## config.mk

```make
export PLATFORM = sky130hd
export DESIGN_NAME = reaction_timer_core_flat
export DESIGN_NICKNAME = d
export VERILOG_FILES = /design/src/rtl/reaction_timer_core_if.sv /design/src/rtl/reaction_timer_core.sv /design/src/flat_wrapper.sv
export SDC_FILE = /design/constraint.sdc
export NUM_CORES = 1
export LEC_CHECK = 0
export ABC_CLOCK_PERIOD_IN_PS = 3100
export CAP_MARGIN = 10
export CORE_ASPECT_RATIO = 1.1
export CORE_MARGIN = 10
export CORE_UTILIZATION = 45
export CTS_BUF_LIST = sky130_fd_sc_hd__clkbuf_8 sky130_fd_sc_hd__clkbuf_16
export DETAILED_ROUTE_END_ITERATION = 12
export HOLD_SLACK_MARGIN = 0.03
export PLACE_DENSITY = 0.75
export SLEW_MARGIN = 10
export SYNTH_ARGS = -nofsm -noshare
export SYNTH_HDL_FRONTEND = slang
export SYNTH_SLANG_ARGS = --single-unit
```

## constraint.sdc

```tcl
create_clock -name clk -period 3.1 [get_ports clk]
set_input_delay 0.775 -clock clk [delete_from_list [all_inputs] [get_ports clk]]
set_output_delay 0.775 -clock clk [all_outputs]
set_load 0.05 [all_outputs]
```

## src/rtl/reaction_timer_core_if.sv

```systemverilog
// rtl/reaction_timer_core_if.sv - player inputs and display/status outputs of the reaction timer
// Signals:
//   start, press        game enable level and synchronised button (into the core)
//   seg, digit_sel      multiplexed seven-segment drive, one-hot digit select
//   go_led, state       PLAY indicator and FSM state (IDLE=0 WAIT=1 PLAY=2 DONE=3)
//   time_bcd            elapsed count, packed BCD, digit 0 least significant
//   early, done         early-press flag and one-cycle DONE entry pulse
//   best_bcd, new_best  best-time register and its update pulse (REACTION_BEST_EN only)
// Modports: slave = core side, master = driver/observer side.
interface reaction_timer_core_if #(
   parameter int NUM_DIGITS = 2
);
   logic                    start;
   logic                    press;
   logic [6:0]              seg;
   logic [NUM_DIGITS-1:0]   digit_sel;
   logic                    go_led;
   logic [1:0]              state;
   logic [4*NUM_DIGITS-1:0] time_bcd;
   logic                    early;
   logic                    done;
`ifdef REACTION_BEST_EN
   logic [4*NUM_DIGITS-1:0] best_bcd;
   logic                    new_best;
`endif

   modport slave (
      input  start, input press,
      output seg, output digit_sel, output go_led, output state,
      output time_bcd, output early, output done
`ifdef REACTION_BEST_EN
      , output best_bcd, output new_best
`endif
   );

   modport master (
      output start, output press,
      input  seg, input digit_sel, input go_led, input state,
      input  time_bcd, input early, input done
`ifdef REACTION_BEST_EN
      , input best_bcd, input new_best
`endif
   );
endinterface

```

## src/rtl/reaction_timer_core.sv

```systemverilog
// rtl/reaction_timer_core.sv - reaction-time game core with random wait and seven-segment scan
// Optional feature macro: REACTION_BEST_EN (best-time register, best_bcd/new_best on the interface).
// Ports:
//   clk    clock
//   reset  synchronous, active-high reset
//   bus    reaction_timer_core_if.slave: start/press in; seg, digit_sel, go_led, state,
//          time_bcd, early, done (and best_bcd, new_best) out
module reaction_timer_core #(
   parameter int TICK_DIV     = 2_000_000,
   parameter int NUM_DIGITS   = 2,
   parameter int DISP_DIV     = 4,
   parameter int DELAY_MIN    = 10,
   parameter int DELAY_RAND_W = 5
) (
   input  logic                  clk,
   input  logic                  reset,
   reaction_timer_core_if.slave  bus
);
   localparam int TW = $clog2(TICK_DIV);
   localparam int SW = $clog2(DISP_DIV + 1);
   localparam int IW = (NUM_DIGITS > 1) ? $clog2(NUM_DIGITS) : 1;
   localparam int DW = $clog2(DELAY_MIN + (1 << DELAY_RAND_W) + 1);
   localparam int BW = 4 * NUM_DIGITS;
   localparam logic [BW-1:0]         ALL_NINES = {NUM_DIGITS{4'h9}};
   localparam logic [NUM_DIGITS-1:0] SEL0      = 1;

   typedef enum logic [1:0] {
      S_IDLE = 2'd0,
      S_WAIT = 2'd1,
      S_PLAY = 2'd2,
      S_DONE = 2'd3
   } state_t;

   state_t                st;
   logic [TW-1:0]         tick_ctr;
   logic                  tick;
   logic [15:0]           lfsr;
   logic                  press_q;
   logic                  press_edge;
   logic [DW-1:0]         delay;
   logic [BW-1:0]         time_q;
   logic                  early_q;
   logic                  done_q;
   logic                  go_q;
   logic [SW-1:0]         scan_ctr;
   logic [IW-1:0]         idx;
   logic [IW-1:0]         idx_nxt;
   logic [6:0]            seg_q;
   logic [NUM_DIGITS-1:0] sel_q;
`ifdef REACTION_BEST_EN
   logic [BW-1:0]         best_q;
   logic                  new_best_q;
`endif

   function automatic logic [BW-1:0] bcd_inc(input logic [BW-1:0] v);
      logic [BW-1:0] r;
      logic          c;
      r = v;
      c = 1'b1;
      for (int i = 0; i < NUM_DIGITS; i++) begin
         if (c) begin
            if (v[4*i +: 4] == 4'd9) begin
               r[4*i +: 4] = 4'd0;
            end else begin
               r[4*i +: 4] = v[4*i +: 4] + 4'd1;
               c = 1'b0;
            end
         end
      end
      return r;
   endfunction

   function automatic logic [6:0] seg_decode(input logic [3:0] d);
      logic [6:0] s;
      case (d)
         4'd0:    s = 7'h3F;
         4'd1:    s = 7'h06;
         4'd2:    s = 7'h5B;
         4'd3:    s = 7'h4F;
         4'd4:    s = 7'h66;
         4'd5:    s = 7'h6D;
         4'd6:    s = 7'h7D;
         4'd7:    s = 7'h07;
         4'd8:    s = 7'h7F;
         4'd9:    s = 7'h6F;
         default: s = 7'h00;
      endcase
      return s;
   endfunction

   assign tick       = (tick_ctr == TW'(TICK_DIV - 1));
   assign press_edge = bus.press & ~press_q;

   always_ff @(posedge clk) begin
      if (reset) begin
         tick_ctr <= '0;
         lfsr     <= 16'hACE1;
      end else begin
         tick_ctr <= tick ? '0 : tick_ctr + 1'b1;
         // Taps 16,14,13,11 in right-shift form; the seed keeps it off the all-zero lockup state.
         lfsr     <= {lfsr[0] ^ lfsr[2] ^ lfsr[3] ^ lfsr[5], lfsr[15:1]};
      end
   end

   always_ff @(posedge clk) begin
      if (reset) begin
         st         <= S_IDLE;
         press_q    <= 1'b0;
         delay      <= '0;
         time_q     <= '0;
         early_q    <= 1'b0;
         done_q     <= 1'b0;
         go_q       <= 1'b0;
`ifdef REACTION_BEST_EN
         best_q     <= ALL_NINES;
         new_best_q <= 1'b0;
`endif
      end else begin
         press_q <= bus.press;
         done_q  <= 1'b0;
`ifdef REACTION_BEST_EN
         new_best_q <= 1'b0;
`endif
         case (st)
            S_IDLE: begin
               // Raw level check: a button held from the last game cannot arm a new one.
               if (bus.start && !bus.press) begin
                  st      <= S_WAIT;
                  delay   <= DW'(DELAY_MIN) + DW'(lfsr[DELAY_RAND_W-1:0]);
                  time_q  <= '0;
                  early_q <= 1'b0;
               end
            end
            S_WAIT: begin
               if (!bus.start) begin
                  st     <= S_IDLE;
                  time_q <= '0;
               end else if (press_edge) begin
                  st      <= S_DONE;
                  early_q <= 1'b1;
                  done_q  <= 1'b1;
               end else if (tick) begin
                  if (delay == DW'(1)) begin
                     st   <= S_PLAY;
                     go_q <= 1'b1;
                  end else begin
                     delay <= delay - 1'b1;
                  end
               end
            end
            S_PLAY: begin
               if (!bus.start) begin
                  st     <= S_IDLE;
                  go_q   <= 1'b0;
                  time_q <= '0;
               end else if (press_edge) begin
                  // A tick in the same cycle is dropped: the player stopped the clock first.
                  st     <= S_DONE;
                  go_q   <= 1'b0;
                  done_q <= 1'b1;
`ifdef REACTION_BEST_EN
                  if (time_q < best_q) begin
                     best_q     <= time_q;
                     new_best_q <= 1'b1;
                  end
`endif
               end else if (tick) begin
                  if (time_q == ALL_NINES) begin
                     st     <= S_DONE;
                     go_q   <= 1'b0;
                     done_q <= 1'b1;
                  end else begin
                     time_q <= bcd_inc(time_q);
                  end
               end
            end
            S_DONE: begin
               if (!bus.start) begin
                  st <= S_IDLE;
               end
            end
            default: st <= S_IDLE;
         endcase
      end
   end

   always_comb begin
      idx_nxt = idx;
      if (scan_ctr == SW'(DISP_DIV - 1)) begin
         idx_nxt = (idx == IW'(NUM_DIGITS - 1)) ? '0 : idx + 1'b1;
      end
   end

   // Segment data and digit select come from the same index on the same edge.
   always_ff @(posedge clk) begin
      if (reset) begin
         scan_ctr <= '0;
         idx      <= '0;
         seg_q    <= 7'h00;
         sel_q    <= SEL0;
      end else begin
         scan_ctr <= (scan_ctr == SW'(DISP_DIV - 1)) ? '0 : scan_ctr + 1'b1;
         idx      <= idx_nxt;
         sel_q    <= SEL0 << idx_nxt;
         if (st == S_IDLE || st == S_WAIT) begin
            seg_q <= 7'h00;
         end else if (early_q) begin
            seg_q <= 7'b1000000;
         end else begin
            seg_q <= seg_decode(time_q[{idx_nxt, 2'b00} +: 4]);
         end
      end
   end

   assign bus.seg       = seg_q;
   assign bus.digit_sel = sel_q;
   assign bus.go_led    = go_q;
   assign bus.state     = st;
   assign bus.time_bcd  = time_q;
   assign bus.early     = early_q;
   assign bus.done      = done_q;
`ifdef REACTION_BEST_EN
   assign bus.best_bcd  = best_q;
   assign bus.new_best  = new_best_q;
`endif
endmodule
```

## src/flat_wrapper.sv

```systemverilog
// flat-port wrapper written by rule: the top's interface ports become plain ports
module reaction_timer_core_flat 
#(
   parameter int TICK_DIV     = 2_000_000,
   parameter int NUM_DIGITS   = 2,
   parameter int DISP_DIV     = 4,
   parameter int DELAY_MIN    = 10,
   parameter int DELAY_RAND_W = 5
)
  (clk, reset, bus_start, bus_press, bus_seg, bus_digit_sel, bus_go_led, bus_state, bus_time_bcd, bus_early, bus_done);
  reaction_timer_core_if #(.NUM_DIGITS(NUM_DIGITS)) bus_i ();
  input  logic clk;
  input  logic reset;
  input wire logic [$bits(bus_i.start)-1:0] bus_start;
  input wire logic [$bits(bus_i.press)-1:0] bus_press;
  output wire logic [$bits(bus_i.seg)-1:0] bus_seg;
  output wire logic [$bits(bus_i.digit_sel)-1:0] bus_digit_sel;
  output wire logic [$bits(bus_i.go_led)-1:0] bus_go_led;
  output wire logic [$bits(bus_i.state)-1:0] bus_state;
  output wire logic [$bits(bus_i.time_bcd)-1:0] bus_time_bcd;
  output wire logic [$bits(bus_i.early)-1:0] bus_early;
  output wire logic [$bits(bus_i.done)-1:0] bus_done;
  assign bus_i.start = bus_start;
  assign bus_i.press = bus_press;
  assign bus_seg = bus_i.seg;
  assign bus_digit_sel = bus_i.digit_sel;
  assign bus_go_led = bus_i.go_led;
  assign bus_state = bus_i.state;
  assign bus_time_bcd = bus_i.time_bcd;
  assign bus_early = bus_i.early;
  assign bus_done = bus_i.done;
  reaction_timer_core #(.TICK_DIV(TICK_DIV), .NUM_DIGITS(NUM_DIGITS), .DISP_DIV(DISP_DIV), .DELAY_MIN(DELAY_MIN), .DELAY_RAND_W(DELAY_RAND_W)) u_core (.clk(clk), .reset(reset), .bus(bus_i));
endmodule
```

==> flow_summary.json, run 1 <==
{
  "initial_core_util_pct": 45.6,
  "wl_per_cell_um": 14.3,
  "critPathLaunchType": "register",
  "grt_usage_pct": 12.9,
  "critPathArrivalTime_ps": 2890,
  "htreeDepth": 3,
  "die-area_mm2": 0.0114,
  "port_buffers": 25,
  "timing.hold.ws_ps": 420,
  "grt_max_degree": 33,
  "gp_congestion": 0.895,
  "min_path_type": "register to register",
  "ir_worst_vdd_mv": 0.276,
  "synth-seq-cells": 69,
  "cts.clk_slew.worst_paths_ps": 70,
  "worst_slew_pin_slew_ps": 729,
  "total_power_mw": 2.14,
  "rr_startpoint": "u_core.tick_ctr[0]",
  "skew_ps": 12.5,
  "min_from": "u_core.lfsr[8]",
  "final-hold-violation-count": 0,
  "num_io_pins": 26,
  "netlist_area_mm2": 0.00337,
  "r2r_end": "u_core.delay[4]",
  "cts_setup_buffers": 0,
  "dpl_cell_area_mm2": 0.00373,
  "worstSkewPairLatency_ps": 350,
  "wl_mm": 7.13,
  "cts_buffer_depth": 2,
  "core_area_mm2": 0.00739,
  "synth_cell_types": 48,
  "nets": 431,
  "min_period_ps": 2610,
  "drive_gt1_share_pct": 11.2,
  "area_delta_synth_final_pct": 17.1,
  "via_per_inst": 5.69,
  "powerDensity_mw_per_mm2": 541,
  "holdPathStages": 1,
  "rrSetupSlack_ps": 490,
  "leakagePower_nw": 1.50,
  "synth-seq-area-share_pct": 40.9,
  "maxSlewHeadroom_pct": 50.9,
  "setup_violations": 0,
  "drtPass1Iterations": 5,
  "dr_total_vias": 2837,
  "crit_path_end_kind": "register",
  "drt_iter0_markers": 168,
  "antenna_found_initial": 0,
  "design_area_mm2": 0.00395,
  "syn_nets": 403,
  "worstPathRequired_ps": 3370,
  "clock.fmax_mhz": 383,
  "hold_buffers": 0,
  "layout.cells.non_filler": 499,
  "slew_violations": 0,
  "dieWidth_um": 103,
  "post-dp-hpwl_mm": 5.16,
  "fin_crit_sh_pct": 84.3,
  "critPathMaxFanout": 6,
  "rsz0062_at_grt": "no",
  "cts_root_buf": "clkbuf_8",
  "grt-ovfl-total": 0,
  "synth-main-ff-cell": "dfxtp_1",
  "rr_worst_depth": 6,
  "drc_errors": 0,
  "grt_pass1_wl_mm": 12.2,
  "tns_ps": 0,
  "cts.repair.resized": 0,
  "cts_tree": "built",
  "async_flop_share_pct": 0,
  "dp_cells": 483,
  "avgSynthCellArea_um2": 8.90,
  "cts-buffers-inserted": 9,
  "postRouteAntennaNets": 0,
  "cts.sinks": 69,
  "fp.dieH_um": 111,
  "synth_edf_count": 0,
  "ys_warn_count": 0,
  "criticalPathCategory": "register to register",
  "fp-row-count": 33,
  "status": "complete, no violations",
  "syn_inst": 379,
  "maxCapViolCount": 0,
  "antenna_cells": 0,
  "grt_pass1_vias": 2694,
  "n_fill_cell": 670,
  "worst_hold_path.endpoint": "u_core.lfsr[7]"
}
[kinds of logic (layout without fill, tap and decap cells)]
kind of cell               count (synthesis)  count (layout)  synth area share, %
and+or+nand+nor                          157             157                 25.3
muxes                                     11              11                 3.45
xor gates and xnor gates                  25              25                 6.49
AOI/OAI and AO/OA                         66              66                 12.8
buffers and inverters                     31              64                 3.56
adders and majority gates                 20              20                 7.42
DFF                                       69              69                 40.9
[cells in the mapped netlist, drive strengths merged (3+ instances only)]
master  instances  area share (%)
or4            10             2.4
ha             20             7.4
o21ai          10             1.5
a31oi          12             2.2
nor4            7             1.3
nand4           5            0.93
inv            15             1.7
mux2i           6             1.8
or3             6             1.1
nor2b          10             1.9
or2            11             2.0
clkbuf         13             1.4
nand2          19             2.1
and3            5            0.96
nand3          19             2.8
xnor2          10             2.6
o31ai           3            0.67
nor3           11             1.6
nor2           37             4.1
mux2            5             1.7
nand2b          5            0.93
a211oi         10             2.2
buf             3            0.45
a21oi          16             2.4
xor2           15             3.9
dfxtp          69              41
[per-stage QoR]
stage | utilization [%] | worst slack, ps
after global placement | 50.4 | 327
after detailed placement | 50.4 | 240
after global routing | 53.4 | 189
after floorplan | - | 499
final | 53.4 | 487
after CTS | 53.4 | 466
[worst max-delay path, cell delays in order (launching register included)]
cell and delay [ps]:
dfxtp_1 370, ha_1 220, nand3_1 220, or4_4 620, or4_4 550, or4_1 400, a31oi_1 160
[worst max-delay path by stage]
stage / start / end / slack (ps)
finish: u_core.tick_ctr[0] / u_core.delay[4] / 490
global route: u_core.scan_ctr[0] / u_core.bus.seg[6] / 190
CTS: u_core.tick_ctr[0] / u_core.delay[4] / 470
detailed placement: bus_press / u_core.bus.time_bcd[7] / 240
global placement: bus_start / u_core.bus.time_bcd[6] / 330
floorplan: u_core.bus.state[0] / u_core.delay[4] / 500
[layout make-up]
cell class	instances	area [µm²]	share of cell area, %
clock buffers	9	124	3.14
clock inverters	7	97.6	2.47
inverters	15	56.3	1.43
multi-input cells	279	1870	47.4
flip-flops and latches	69	1380	35.0
well taps	87	109	2.76
repair buffers	33	310	7.86
[layer usage]
| layer | global-route usage (%) | part of all wire (%) | wire [µm] | vias up |
|---|---|---|---|---|
| met5 | 0 | 0 | 0 | - |
| met4 | 6.31 | 2.5 | 178 | 0 |
| met3 | 3.62 | 5.6 | 396 | 20 |
| met2 | 19.9 | 46 | 3260 | 76 |
| met1 | 16.0 | 46 | 3300 | 1329 |
| li1 | - | - | - | 1412 |
[placed cells by master, fill, tap and decap left out, types with 4 or more instances in the layout]
cell type         n
dfxtp_1          69
nor2_1           37
clkdlybuf4s50_1  25
ha_1             20
nand2_1          19
nand3_1          19
a21oi_1          16
inv_1            15
xor2_1           15
a31oi_1          12
nor3_1           11
or2_2            11
xnor2_1          10
nor2b_1          10
o21ai_0          10
a211oi_1         10
clkbuf_8          9
or4_1             8
buf_4             8
nor4_1            7
mux2i_1           6
or3_1             6
nand2b_1          5
nand4_1           5
mux2_2            5
and3_1            4
[state kept, by name, indices dropped and copies added, names as in the netlist, 2 cells and up]
signal / count
u_core.bus.time_bcd: 8
u_core.delay: 6
u_core.bus.state: 2
u_core.scan_ctr: 3
u_core.bus.seg: 7
u_core.bus.digit_sel: 2
u_core.tick_ctr: 21
u_core.lfsr: 16
[where the power goes]
part	total [mW]	leakage, nW	internal [mW]	switching, mW
sequential	0.967	0.564	0.933	0.0333
clock	0.810	0.106	0.456	0.354
combinational	0.362	0.829	0.142	0.220
(Power assumes the default switching activity.)
==> run 2: changes to the inputs <==
--- a/config.mk
+++ b/config.mk
@@ -5,7 +5,7 @@
 export SDC_FILE = /design/constraint.sdc
 export NUM_CORES = 1
 export LEC_CHECK = 0
-export ABC_CLOCK_PERIOD_IN_PS = 3100
+export ABC_CLOCK_PERIOD_IN_PS = 2700
 export CAP_MARGIN = 10
 export CORE_ASPECT_RATIO = 1.1
 export CORE_MARGIN = 10
==> constraint.sdc (replaced) <==
create_clock -name clk -period 2.7 [get_ports clk]
set_input_delay 0.675 -clock clk [delete_from_list [all_inputs] [get_ports clk]]
set_output_delay 0.675 -clock clk [all_outputs]
set_load 0.05 [all_outputs]
==> run 2 against run 1 <==
Sequential share of layout area down 1.1 points. Sequential power up 15%. Critical path type unchanged. Power up 21%. Hold slack worse by 8.7 ps.
==> flow_summary.json, run 2 (synthesized netlist as in run 1, its figures left out) <==
{
  "dieWidth_um": 103,
  "grt_max_degree": 33,
  "clock.fmax_mhz": 389,
  "use_met1_pct": 15.7,
  "dr_total_vias": 2839,
  "wl_per_cell_um": 14.2,
  "setup_violations": 0,
  "rsz0062_at_grt": "no",
  "drc_errors": 0,
  "drive_gt1_share_pct": 13.8,
  "r2r_end": "u_core.delay[2]",
  "power_report.internal_total_mw": 1.89,
  "busiest_layer": "met2",
  "wl_mm": 7.27,
  "via_per_inst": 5.53,
  "fin_crit_sh_pct": 95.2,
  "cts_tree": "built",
  "grt_usage_pct": 13.0,
  "drt_iter0_markers": 192,
  "skew_ps": 10.5,
  "grt_pass1_wl_mm": 12.2,
  "rr_startpoint": "u_core.tick_ctr[12]",
  "maxCapViolCount": 0,
  "worst_hold_path.endpoint": "u_core.lfsr[11]",
  "holdPathStages": 1,
  "grt_pass1_vias": 2667,
  "rr_worst_depth": 5,
  "status": "complete, no violations",
  "antenna_found_initial": 0,
  "postRouteAntennaNets": 0,
  "leakagePower_nw": 1.59,
  "cp_common_cell": "or4_4",
  "drtPass1Iterations": 6,
  "maxSlewHeadroom_pct": 52.8,
  "p_comb_share_pct": 16.7,
  "setup_slack_ps": 128,
  "powerDensity_mw_per_mm2": 631,
  "timing.hold.ws_ps": 412,
  "port_buffers": 25,
  "fp.dieH_um": 111,
  "critPathLaunchType": "register",
  "cts.repair.resized": 0,
  "fp-row-count": 33,
  "grt_util_met2_pct": 21.0,
  "rrSetupSlack_ps": 130,
  "tns_ps": 0,
  "crit_cells": 5,
  "final-hold-violation-count": 0,
  "utilization_pct": 55.2,
  "crit_slowest_cell": "or4b_4",
  "critPathMaxFanout": 4,
  "min_period_ps": 2570,
  "core_area_mm2": 0.00739,
  "htreeDepth": 3,
  "min_from": "u_core.lfsr[12]",
  "layout_common_cells": "dfxtp_1 (69), nor2_1 (37), clkdlybuf4s50_1 (25)",
  "worstSkewPairLatency_ps": 350,
  "crit_buf_inv": 0,
  "worst_slew_pin_slew_ps": 701,
  "cts_setup_buffers": 0,
  "die-area_mm2": 0.0114,
  "post-dp-hpwl_mm": 5.24,
  "power_frac_clock_pct": 40.2,
  "ir_worst_vdd_mv": 0.237,
  "cts.clk_slew.worst_paths_ps": 80,
  "critPathArrivalTime_ps": 2850,
  "design_area_mm2": 0.00408,
  "regMostFlops": "u_core.tick_ctr",
  "num_io_pins": 26,
  "cts_root_buf": "clkbuf_8",
  "max_stage_delay_ps": 560,
  "hold_buffers": 0,
  "cts_buffer_depth": 2,
  "area_delta_synth_final_pct": 21.0,
  "grt-ovfl-total": 0,
  "cts.sinks": 69,
  "slew_violations": 0,
  "criticalPathCategory": "register to register",
  "power_switching_mw": 0.690,
  "nets": 445,
  "cts-buffers-inserted": 9,
  "largest_reg_flops": 21,
  "gp_congestion": 0.881,
  "n_fill_cell": 664,
  "antenna_cells": 0,
  "dp_slack_ps": 35.5,
  "swShare_pct": 26.8,
  "crit_path_end_kind": "register",
  "worstPathRequired_ps": 2980,
  "seqPwrFrac_pct": 43.1,
  "min_path_type": "register to register",
  "dpl_cell_area_mm2": 0.00383,
  "grtUsageMet3_pct": 3.43,
  "cp_cell_sequence": "or4b_4 -> or4_4 -> or4_4 -> or4_1 -> a21oi_1",
  "final_common_cell": "dfxtp_1",
  "initial_core_util_pct": 45.6,
  "crit_family": "simple AND/OR/NAND/NOR gates"
}
[run 2: cell types whose count changed in the layout (fill, tap and decap cells not counted), sizes merged]
cell / change
buf: +14
clkinvlp: -2
bufinv: +1
inv: -1
clkbuf: +1
clkinv: +1
[run 2: worst register-to-register path: stages (launching register included)]
cell and delay (ps):
dfxtp_1 340, or4b_4 560, or4_4 460, or4_4 560, or4_1 420, a21oi_1 160
[run 2: worst max-delay path by stage]
stage                     slack (ps)           startpoint                     end
after floorplan                  100  u_core.bus.state[0]         u_core.delay[4]
after global placement            40            bus_press  u_core.bus.time_bcd[6]
after detailed placement          40            bus_press  u_core.bus.time_bcd[6]
after CTS                        140  u_core.tick_ctr[12]         u_core.delay[2]
after global routing              50   u_core.tick_ctr[0]  u_core.bus.time_bcd[7]
final                            130  u_core.tick_ctr[12]         u_core.delay[2]
[run 2: metrics by stage]
stage          power [mW]  std cells
6_report             2.58        513
5_1_grt              2.69        513
4_1_cts              2.60        513
3_5_place_dp         1.56        497
3_3_place_gp         1.55        497
2_1_floorplan        1.43        379
[run 2: final cells by class]
| class | instances | area, µm² | share of cell area, % |
|---|---|---|---|
| inverters | 15 | 56.3 | 1.38 |
| clock buffers | 10 | 138 | 3.37 |
| well taps | 87 | 109 | 2.67 |
| flip-flops and latches | 69 | 1380 | 33.8 |
| clock inverters | 6 | 111 | 2.73 |
| multi-input cells | 279 | 1870 | 45.8 |
| repair buffers | 47 | 415 | 10.2 |
[run 2: layer usage]
metal  wire (µm)  up-vias
met3         414       11
met1        3310     1314
met4         112        0
met2        3440       71
li1            -     1443
met5           0        -
[run 2: power by group through the flow]
| stage | clock [mW] | combinational (mW) | sequential, mW |
|---|---|---|---|
| after floorplan | 0 | 0.236 | 1.19 |
| after global placement | 0 | 0.420 | 1.13 |
| after detailed placement | 0 | 0.429 | 1.13 |
| after CTS | 1.06 | 0.431 | 1.11 |
| after global routing | 1.10 | 0.476 | 1.12 |
| final | 1.04 | 0.431 | 1.11 |
